`src/rtl/ternary_mul_seq.sv`:
```
// ternary_mul_seq: sequential unsigned ternary multiplier.
// Two N-trit operands (2 bits per trit, 00/01/10; 11 is illegal) are accepted
// over a ready/valid handshake and multiplied by trit-serial shift-and-add.
// A single (N+1)-trit ternary adder is reused once per multiplier digit unit,
// so the 2N-trit product needs no combinational multiplier array.
module ternary_mul_seq #(
  parameter int N = 4
) (
  input  logic           clk,
  input  logic           rst,
  input  logic           inValid,
  output logic           inReady,
  input  logic [2*N-1:0] a,
  input  logic [2*N-1:0] b,
  output logic           outValid,
  input  logic           outReady,
  output logic [4*N-1:0] product,
  output logic           err
);

  // Partial-product register holds 2N+1 trits: hi = top N+1 trits, lo = bottom N.
  localparam int PW = 2 * (2 * N + 1);
  localparam int HW = 2 * (N + 1);
  localparam int CW = $clog2(N + 1);

  typedef enum logic [2:0] {
    IDLE,
    CHECK,
    ADD,
    SHIFT,
    DONE
  } state_t;

  state_t          state;
  state_t          next_state;
  logic [2*N-1:0]  m;
  logic [PW-1:0]   p;
  logic [1:0]      adds_left;
  logic [CW-1:0]   cnt;
  logic            err_reg;
  logic            bad_operand;
  logic [HW-1:0]   hi_sum;

  // Ternary addition of two (N+1)-trit values, carry-in 0, carry-out dropped.
  // Each digit sum is 0..5; a sum of 3 or more emits digit (sum-3) and carry 1.
  function automatic logic [HW-1:0] tern_add(input logic [HW-1:0] x,
                                             input logic [HW-1:0] y);
    logic [HW-1:0] r;
    logic [2:0]    s;
    logic [2:0]    d;
    logic          c;
    // NOTE: blocking assignments are correct inside functions and always_comb;
    // they model a chain of combinational values evaluated in order.
    r = '0;
    c = 1'b0;
    for (int i = 0; i < N + 1; i++) begin
      s = {1'b0, x[2*i+:2]} + {1'b0, y[2*i+:2]} + {2'b00, c};
      d = s - 3'd3;
      if (s >= 3'd3) begin
        r[2*i+:2] = d[1:0];
        c         = 1'b1;
      end else begin
        r[2*i+:2] = s[1:0];
        c         = 1'b0;
      end
    end
    return r;
  endfunction

  // True when any trit of an N-trit word uses the illegal 11 code.
  function automatic logic has_illegal(input logic [2*N-1:0] v);
    logic found;
    found = 1'b0;
    for (int i = 0; i < N; i++) begin
      if (v[2*i+:2] == 2'b11) found = 1'b1;
    end
    return found;
  endfunction

  // Operand legality and the shared adder output, both combinational.
  always_comb begin
    bad_operand = has_illegal(m) | has_illegal(p[2*N-1:0]);
    hi_sum      = tern_add(p[PW-1:2*N], {2'b00, m});
  end

  // State register; reset aborts any operation immediately.
  always_ff @(posedge clk or posedge rst) begin
    // NOTE: sequential state uses non-blocking assignments so every register
    // samples pre-edge values, independent of statement order.
    if (rst) state <= IDLE;
    else     state <= next_state;
  end

  // Next-state decode and handshake outputs.
  always_comb begin
    // NOTE: every signal gets a default first so no path can infer a latch.
    next_state = state;
    inReady    = 1'b0;
    outValid   = 1'b0;
    product    = '0;
    err        = 1'b0;
    unique case (state)
      IDLE: begin
        inReady = 1'b1;
        if (inValid) next_state = CHECK;
      end
      CHECK: begin
        if (bad_operand)          next_state = DONE;
        else if (p[1:0] != 2'b00) next_state = ADD;
        else                      next_state = SHIFT;
      end
      ADD: begin
        // The add performed in this cycle is the last one for this digit.
        if (adds_left == 2'd1) next_state = SHIFT;
      end
      SHIFT: begin
        // Digit about to become lo[0] after this shift is the current trit 1.
        if (cnt == CW'(N - 1))    next_state = DONE;
        else if (p[3:2] != 2'b00) next_state = ADD;
        else                      next_state = SHIFT;
      end
      DONE: begin
        outValid = 1'b1;
        product  = p[4*N-1:0];
        err      = err_reg;
        if (outReady) next_state = IDLE;
      end
      default: next_state = IDLE;
    endcase
  end

  // Datapath: operand capture, repeated adds into hi, and trit-serial shifts.
  always_ff @(posedge clk or posedge rst) begin
    if (rst) begin
      m         <= '0;
      p         <= '0;
      adds_left <= '0;
      cnt       <= '0;
      err_reg   <= 1'b0;
    end else begin
      unique case (state)
        IDLE: begin
          if (inValid) begin
            m   <= a;
            p   <= {{HW{1'b0}}, b};
            cnt <= '0;
          end
        end
        CHECK: begin
          if (bad_operand) begin
            err_reg <= 1'b1;
            p       <= '0;
          end else begin
            adds_left <= p[1:0];
          end
        end
        ADD: begin
          // hi < 3^N before the first add, so hi + 2M always fits N+1 trits.
          p[PW-1:2*N] <= hi_sum;
          adds_left   <= adds_left - 2'd1;
        end
        SHIFT: begin
          p         <= {2'b00, p[PW-1:2]};
          cnt       <= cnt + CW'(1);
          adds_left <= p[3:2];
        end
        DONE: begin
          if (outReady) err_reg <= 1'b0;
        end
        default: ;
      endcase
    end
  end

endmodule

```
`config.mk`:
```
export PLATFORM = sky130hd
export DESIGN_NAME = ternary_mul_seq
export DESIGN_NICKNAME = d
export VERILOG_FILES = /design/src/rtl/ternary_mul_seq.sv
export SDC_FILE = /design/constraint.sdc
export NUM_CORES = 1
export LEC_CHECK = 0
export BUFFER_PORTS_ARGS = -buffer_cell sky130_fd_sc_hd__buf_2
export CORE_MARGIN = 2
export CORE_UTILIZATION = 48
export DETAILED_ROUTE_END_ITERATION = 16
export PLACE_DENSITY = 0.81
export SETUP_SLACK_MARGIN = 0.3
export SLEW_MARGIN = 20
export SYNTH_ARGS = -nofsm -noshare
export SYNTH_HDL_FRONTEND = slang
export SYNTH_SLANG_ARGS = --single-unit
```
`constraint.sdc`:
```
create_clock -name clk -period 18.6 [get_ports clk]
set_clock_uncertainty 0.1 [all_clocks]
set_input_delay 1.86 -clock clk [delete_from_list [all_inputs] [get_ports clk]]
set_output_delay 1.86 -clock clk [all_outputs]
set_load 0.01 [all_outputs]
```
==> impl_metrics.yaml, run 1 <==
place:
  place_hpwl_um: 3610
  globalplace.congestion: 0.860
  number_of_i_o_port_buffers: 38
  dp_worst_setup_slack_ns: 11.88
final_layout:
  antennaDiodeCount: 0
  area_delta_synth_final_pct: 14.5
  largest_register_ff_count: 18
  layout_top_registers: "p: 18 flops, m: 8 flops"
  fin_nets: 312
  share_of_post_route_cells_with_drive_strength_above_1_pct: 22.2
  largest_register_by_flop_count: "p"
  num-fill-cells: 415
  mostFrequentLayoutCells: "sky130_fd_sc_hd__buf_2, sky130_fd_sc_hd__dfrtp_1, sky130_fd_sc_hd__nand2_1"
  layout.cells.most_common: "sky130_fd_sc_hd__buf_2"
yosys:
  ys.flop_type: "sky130_fd_sc_hd__dfrtp_1"
  postSynthRegisterBits: 35
  total_standard_cell_area_after_synthesis_mm2: 0.00225
  post_synth_num_cell_types: 35
  synth_sequential_area_ratio_pct: 39.0
  yosys_warnings: 0
  synth_enable_flop_cells: 0
  average_cell_area_after_synthesis_um2: 9.45
  syn-num-nets: 276
  synthCells: 238
  async_reset_ff_share_pct: 100
floorplanning:
  std_cell_rows: 24
  initial_core_util_pct: 50.6
  dieWidth_um: 72.4
  io_pins: 39
  design.die.area_mm2: 0.00525
  die_height_um: 72.4
  coreArea_mm2: 0.00444
critical_path:
  worst_setup_path_endpoint: "p[16]$_DFFE_PP0P_"
  timing.critical_path.required_ns: 18.68
  setup.worst_path.start: "p[8]$_DFFE_PP0P_"
  ff2ff_path_depth: 27
  timing.critical_path.from_type: "flip-flop"
  rr_startpoint: "p[8]$_DFFE_PP0P_"
  path_max_fanout: 4
  worstSetupPathType: "flip-flop to flip-flop"
  crit_arrival_ns: 6.76
  critical_path.endpoint_type: "flip-flop"
  worstReg2RegEnd: "p[16]$_DFFE_PP0P_"
  reg2reg_slack_ns: 11.92
cts:
  clock_tree_from_tritoncts: "done"
  cts_num_sinks: 35
  cts_buffers: 5
  clock_latency_at_the_later_pin_of_the_worst_skew_pair_ns: 0.29
  clock_tree.buffer_depth: 2
  maximum_level_of_the_cts_h_tree: 2
  clk_pin_slew_worst_paths_ns: 0.07
  post_cts_resized: 0
  holdBufCountCts: 0
  post-cts-setup-buffer-count: 0
  ctsRootBufferMaster: "sky130_fd_sc_hd__clkbuf_8"
timing:
  worst_slew_margin_rel_pct: 32.6
  fin_tns_setup_ns: 0
  finalWorstPathRequiredPeriod_ns: 6.68
  count_of_final_max_slew_check_failures: 0
  worst_pin_slew_ns: 1.01
  hold_viol: 0
  unrepaired_setup_endpoints_after_global_routing: "false"
  setup-violations-final: 0
  fin_crit_sh_pct: 35.9
  max_freq_mhz: 150
  setup_ws_ns: 11.92
  whs_ns: 0.385
power:
  power.clock.fraction_pct: 10.8
  power.ir.vdd_worst_v: 0.000114
  internal_power_w: 0.000304
  power.sequential.fraction_pct: 26.3
  switching_power_w: 0.000250
  leakage_nw: 1.27
  power.share.switching_pct: 45.1
  combinationalPowerShare_pct: 62.9
  p_per_area_mw_per_mm2: 215
global_route:
  antenna_found_initial: 0
  first_global_vias: 1798
  globalRouteMet2Util_pct: 33.4
  grt-busiest-layer: "met2"
  grt_max_degree: 36
  grt_util_met3_pct: 4.86
  grt_first_pass_wirelength_um: 8470
  grt.met1_usage_pct: 28.5
  global_route.usage.total_pct: 21.3
  gr-total-overflow: 0
detailed_routing:
  drt_pass1_iterations: 5
  viasPerCell: 5.58
  remaining_drc_errors: 0
  drt_iter0_markers: 165
  detail_routed_net_length_per_standard_cell_um: 14.9
  route.final.wire_length_um: 4870
  postRouteAntennaNets: 0
  via_count: 1824
run:
  max_cap_viol_count: 0
min_path:
  timing.hold.worst.class: "flip-flop to flip-flop"
  hold_start: "err_reg$_DFFE_PP0P_"
status:
  run_status: "completed"
==> power groups by stage <==
stage | Sequential (W) | Clock [W] | Combinational (W)
after floorplan | 0.000129 | 0 | 0.000290
after global placement | 0.000146 | 0 | 0.000323
after detailed placement | 0.000147 | 0 | 0.000346
after CTS | 0.000146 | 0.0000615 | 0.000351
after global routing | 0.000151 | 0.0000656 | 0.000404
final | 0.000146 | 0.0000598 | 0.000349
==> logic make-up (layout without fill, tap and decap cells) <==
family	after synthesis	in the layout	share of synthesized area, %
flops	35	35	39.0
compound gates	53	53	15.6
simple gates	71	71	15.1
mux	20	20	9.57
fa+ha+maj	18	18	12.7
xor+xnor	5	5	1.95
buf+inv	36	73	6.18
==> how the worst min path moves through the flow <==
stage | to | slack [ns] | cells after the start
2_1_floorplan | err_reg$_DFFE_PP0P_ | 0.34 | 2
3_3_place_gp | err_reg$_DFFE_PP0P_ | 0.36 | 2
3_5_place_dp | err_reg$_DFFE_PP0P_ | 0.38 | 2
4_1_cts | err_reg$_DFFE_PP0P_ | 0.39 | 2
5_1_grt | err_reg$_DFFE_PP0P_ | 0.42 | 2
6_report | err_reg$_DFFE_PP0P_ | 0.38 | 2
==> per-stage QoR <==
step	instance area, um^2	power [W]	std cells	utilization [%]
5_1_grt	2570	0.000621	327	57.9
6_report	2570	0.000554	327	57.9
3_5_place_dp	2470	0.000493	319	55.7
2_1_floorplan	2250	0.000419	238	-
3_3_place_gp	2470	0.000469	319	55.7
4_1_cts	2570	0.000559	327	57.9
==> worst max-delay path: stages (launching register included) <==
cell and delay [ns]:
sky130_fd_sc_hd__dfrtp_1 0.42, sky130_fd_sc_hd__ha_1 0.17, sky130_fd_sc_hd__inv_1 0.04, sky130_fd_sc_hd__fa_1 0.47, sky130_fd_sc_hd__inv_1 0.05, sky130_fd_sc_hd__ha_1 0.18
sky130_fd_sc_hd__nor2b_1 0.27, sky130_fd_sc_hd__fa_1 0.23, sky130_fd_sc_hd__inv_1 0.05, sky130_fd_sc_hd__fa_1 0.47, sky130_fd_sc_hd__ha_1 0.21, sky130_fd_sc_hd__nor2_1 0.24
sky130_fd_sc_hd__fa_1 0.23, sky130_fd_sc_hd__inv_1 0.05, sky130_fd_sc_hd__fa_1 0.46, sky130_fd_sc_hd__ha_1 0.21, sky130_fd_sc_hd__nor2_1 0.26, sky130_fd_sc_hd__fa_1 0.23
sky130_fd_sc_hd__inv_1 0.05, sky130_fd_sc_hd__fa_1 0.46, sky130_fd_sc_hd__ha_1 0.21, sky130_fd_sc_hd__nor2_1 0.24, sky130_fd_sc_hd__inv_1 0.09, sky130_fd_sc_hd__ha_1 0.32
sky130_fd_sc_hd__fa_1 0.43, sky130_fd_sc_hd__xnor2_1 0.18, sky130_fd_sc_hd__nor3_1 0.06, sky130_fd_sc_hd__a21o_1 0.19
==> cell usage after synthesis (all sizes together), types with 2 or more instances <==
cell type   n  area share [%]
a22oi       6             2.0
nand2      34             5.7
dfrtp      35              39
o21ai      27             6.0
mux2i       8             3.6
a21o        2            0.67
nor2       10             2.0
nand3       2            0.45
nor3        4            0.89
xnor2       5             1.9
a21oi       2            0.45
a22o        7             2.7
a31oi       2            0.56
inv        25             4.2
clkbuf     10             1.7
nor2b       2            0.56
mux2       12             6.0
fa          8             7.1
and2       14             3.9
ha         10             5.6
==> metal layers <==
metal,up-vias,wire length (um)
met5,-,0
met1,878,2150
met3,8,274
met2,67,2360
li1,871,-
met4,0,80
==> final cells by class <==
type | count | area, um^2 | area share (%)
multi-input combinational | 167 | 1230 | 47.9
tap | 52 | 65.1 | 2.53
sequential | 35 | 876 | 34.0
inverter | 25 | 93.8 | 3.65
clock buffer | 8 | 100 | 3.89
timing repair buffer | 40 | 205 | 7.97
Power figures use the tool's default switching activity.
==> run 2, diff against run 1 <==
- ABC_AREA: default -> 1
- PLACE_DENSITY: 0.81 -> 0.83
- clock period: 18.6 -> 5.4 ns (I/O delays scaled with it)
==> impl_metrics.yaml, run 2 <==
cts:
  clock_latency_at_the_later_pin_of_the_worst_skew_pair_ns: 0.30
  maximum_level_of_the_cts_h_tree: 2
  cts_buffers: 5
  clock_tree.buffer_depth: 2
  clock_tree_from_tritoncts: "done"
  ctsRootBufferMaster: "sky130_fd_sc_hd__clkbuf_8"
  clk_pin_slew_worst_paths_ns: 0.08
  cts_num_sinks: 35
place:
  globalplace.congestion: 0.859
  number_of_i_o_port_buffers: 38
  dpl_cells: 433
  place_hpwl_um: 4030
final_layout:
  largest_register_by_flop_count: "p"
  share_of_post_route_cells_with_drive_strength_above_1_pct: 27.2
  mostFrequentLayoutCells: "sky130_fd_sc_hd__nand2_1, sky130_fd_sc_hd__inv_1, sky130_fd_sc_hd__nor2_1, sky130_fd_sc_hd__buf_2, sky130_fd_sc_hd__dfrtp_1"
  area_delta_synth_final_pct: 22.9
  largest_register_ff_count: 18
  num-fill-cells: 412
  fin_nets: 420
  instances_no_fill: 449
  layout_top_registers: "p: 18 flops, m: 8 flops"
  layout.cells.most_common: "sky130_fd_sc_hd__nand2_1"
  antennaDiodeCount: 0
  finish.utilization_pct: 61.4
global_route:
  antenna_found_initial: 0
  grt_max_degree: 36
  grt_first_pass_wirelength_um: 9270
  gr-total-overflow: 0
  global_route.usage.total_pct: 22.5
  first_global_vias: 2062
yosys:
  post_synth_num_cell_types: 25
  synthMostInstantiatedCell: "sky130_fd_sc_hd__nand2_1"
  synth_sequential_area_ratio_pct: 37.2
  synth_enable_flop_cells: 0
  average_cell_area_after_synthesis_um2: 7.37
  syn-num-nets: 358
  total_standard_cell_area_after_synthesis_mm2: 0.00236
  async_reset_ff_share_pct: 100
  synth.area.top_cells: "sky130_fd_sc_hd__dfrtp_1, sky130_fd_sc_hd__nand2_1, sky130_fd_sc_hd__inv_1, sky130_fd_sc_hd__fa_1, sky130_fd_sc_hd__nor2_1"
  synthCells: 320
  yosys_warnings: 0
  ys.flop_type: "sky130_fd_sc_hd__dfrtp_1"
  synth_top_cells_by_count: "sky130_fd_sc_hd__nand2_1, sky130_fd_sc_hd__inv_1, sky130_fd_sc_hd__nor2_1"
  netlist.area_leader.share_pct: 37.2
  synth_area_leader_cell: "sky130_fd_sc_hd__dfrtp_1"
  postSynthRegisterBits: 35
detailed_routing:
  via_count: 2264
  route.final.wire_length_um: 5740
  remaining_drc_errors: 0
  detail_routed_net_length_per_standard_cell_um: 12.8
  drt_iter0_markers: 137
  detail_route.wirelength.met1_um: 2470
  top_signal_layer_used: "met4"
  met2WireLength_um: 2830
  met3_length_um: 304
  drt_pass1_iterations: 4
  postRouteAntennaNets: 0
  viasPerCell: 5.04
critical_path:
  path_max_fanout: 2
  timing.critical_path.from_type: "flip-flop"
  timing.critical_path.mode_cell: "sky130_fd_sc_hd__inv_2"
  crit_family: "adder cells"
  timing.critical_path.required_ns: 5.50
  reg2reg_slack_ns: -0.45
  critical_path.endpoint_type: "flip-flop"
  crit_arrival_ns: 5.95
  critPathMaxStageDelay_ns: 0.51
  critical-path-slowest-cell: "sky130_fd_sc_hd__fa_1"
  number_of_cells_on_the_critical_path: 28
  critical_path_buf_inv_count: 8
  worstSetupPathType: "flip-flop to flip-flop"
  ff2ff_path_depth: 28
floorplanning:
  std_cell_rows: 25
  dieWidth_um: 74.1
  die_height_um: 74.1
  initial_core_util_pct: 49.9
  io_pins: 39
  coreArea_mm2: 0.00472
  design.die.area_mm2: 0.00549
timing:
  setup-violations-final: 2
  worst_pin_slew_ns: 0.480
  count_of_final_max_slew_check_failures: 0
  unrepaired_setup_endpoints_after_global_routing: "true"
  max_freq_mhz: 171
  fin_crit_sh_pct: 108
  hold_viol: 0
  setup_ws_ns: -0.453
  worst_slew_margin_rel_pct: 68.0
  finalWorstPathRequiredPeriod_ns: 5.85
status:
  failed_checks: "negative setup slack"
  run_status: "finished, violations left"
run:
  max_cap_viol_count: 0
min_path:
  timing.hold.worst.class: "input port to asynchronous set/reset pin"
## run 2: worst paths after layout
kind	startpoint	endpoint
hold reg to reg	p[9]$_DFFE_PP0P_	p[9]$_DFFE_PP0P_
max in group asynchronous	rst	cnt[1]$_DFFE_PP0P_
hold / removal	rst	p[17]$_DFFE_PP0P_
setup / recovery	m[0]$_DFFE_PP0P_	p[17]$_DFFE_PP0P_
setup reg to reg	m[0]$_DFFE_PP0P_	p[17]$_DFFE_PP0P_
min in group clk	p[9]$_DFFE_PP0P_	p[9]$_DFFE_PP0P_
## run 2: worst reg2reg max path: cells and delay by family, from the launching register on
kind / cells / cell delay (ns)
fa+ha+maj: 14 / 4.35
buf+inv: 8 / 0.44
flops: 1 / 0.39
simple gates: 5 / 0.37
compound gates: 1 / 0.12
## run 2: layout make-up
cell class / count / area (um^2) / area share, %
Tap cell: 67 / 83.8 / 2.89
Multi-Input combinational cell: 228 / 1290 / 44.6
Inverter: 51 / 194 / 6.69
Timing Repair Buffer: 61 / 363 / 12.5
Clock inverter: 1 / 5.00 / 0.173
Clock buffer: 6 / 82.6 / 2.85
Sequential cell: 35 / 876 / 30.2
## run 2: through the flow
| step | instance area, um^2 | setup WS (ns) | setup TNS (ns) | hold slack [ns] |
|---|---|---|---|---|
| finish | 2900 | -0.453 | -0.879 | 0.241 |
| global route | 2900 | -0.605 | -1.41 | 0.296 |
| CTS | 2850 | -0.404 | -0.773 | 0.261 |
| detailed placement | 2740 | -0.424 | -0.812 | 0.363 |
| global placement | 2740 | -0.221 | -0.405 | 0.354 |
| floorplan | 2410 | -0.253 | -0.456 | 0.341 |
## run 2: logic make-up after synthesis
logic type	count (synthesis)	share of synthesized area [%]
AND/OR/NAND/NOR	180	33.1
flip-flops	35	37.2
adder cells (fa/ha/maj)	18	12.1
AO/OA/AOI/OAI	29	6.69
XOR/XNOR	1	0.372
buffers and inverters	57	10.6
## run 2: metal layers
metal | up-vias | global-route usage (%)
met5 | - | 0
met4 | 0 | 9.90
li1 | 1114 | -
met1 | 1063 | 28.9
met2 | 76 | 37.3
met3 | 11 | 3.93
## run 2: repair_timing
| action | CTS | global route |
|---|---|---|
| hold buffers | 0 | 0 |
| gates resized for setup | 3 | 2 |
| setup endpoints to repair | 4 | 4 |
| pin swaps | 0 | 6 |
| setup buffers | 3 | 6 |
| gates cloned | 0 | 0 |
Power of run 2 is left out: the tool's default activity adds up to more than one toggle a clock period on the data nets, which glitch-free logic cannot reach.
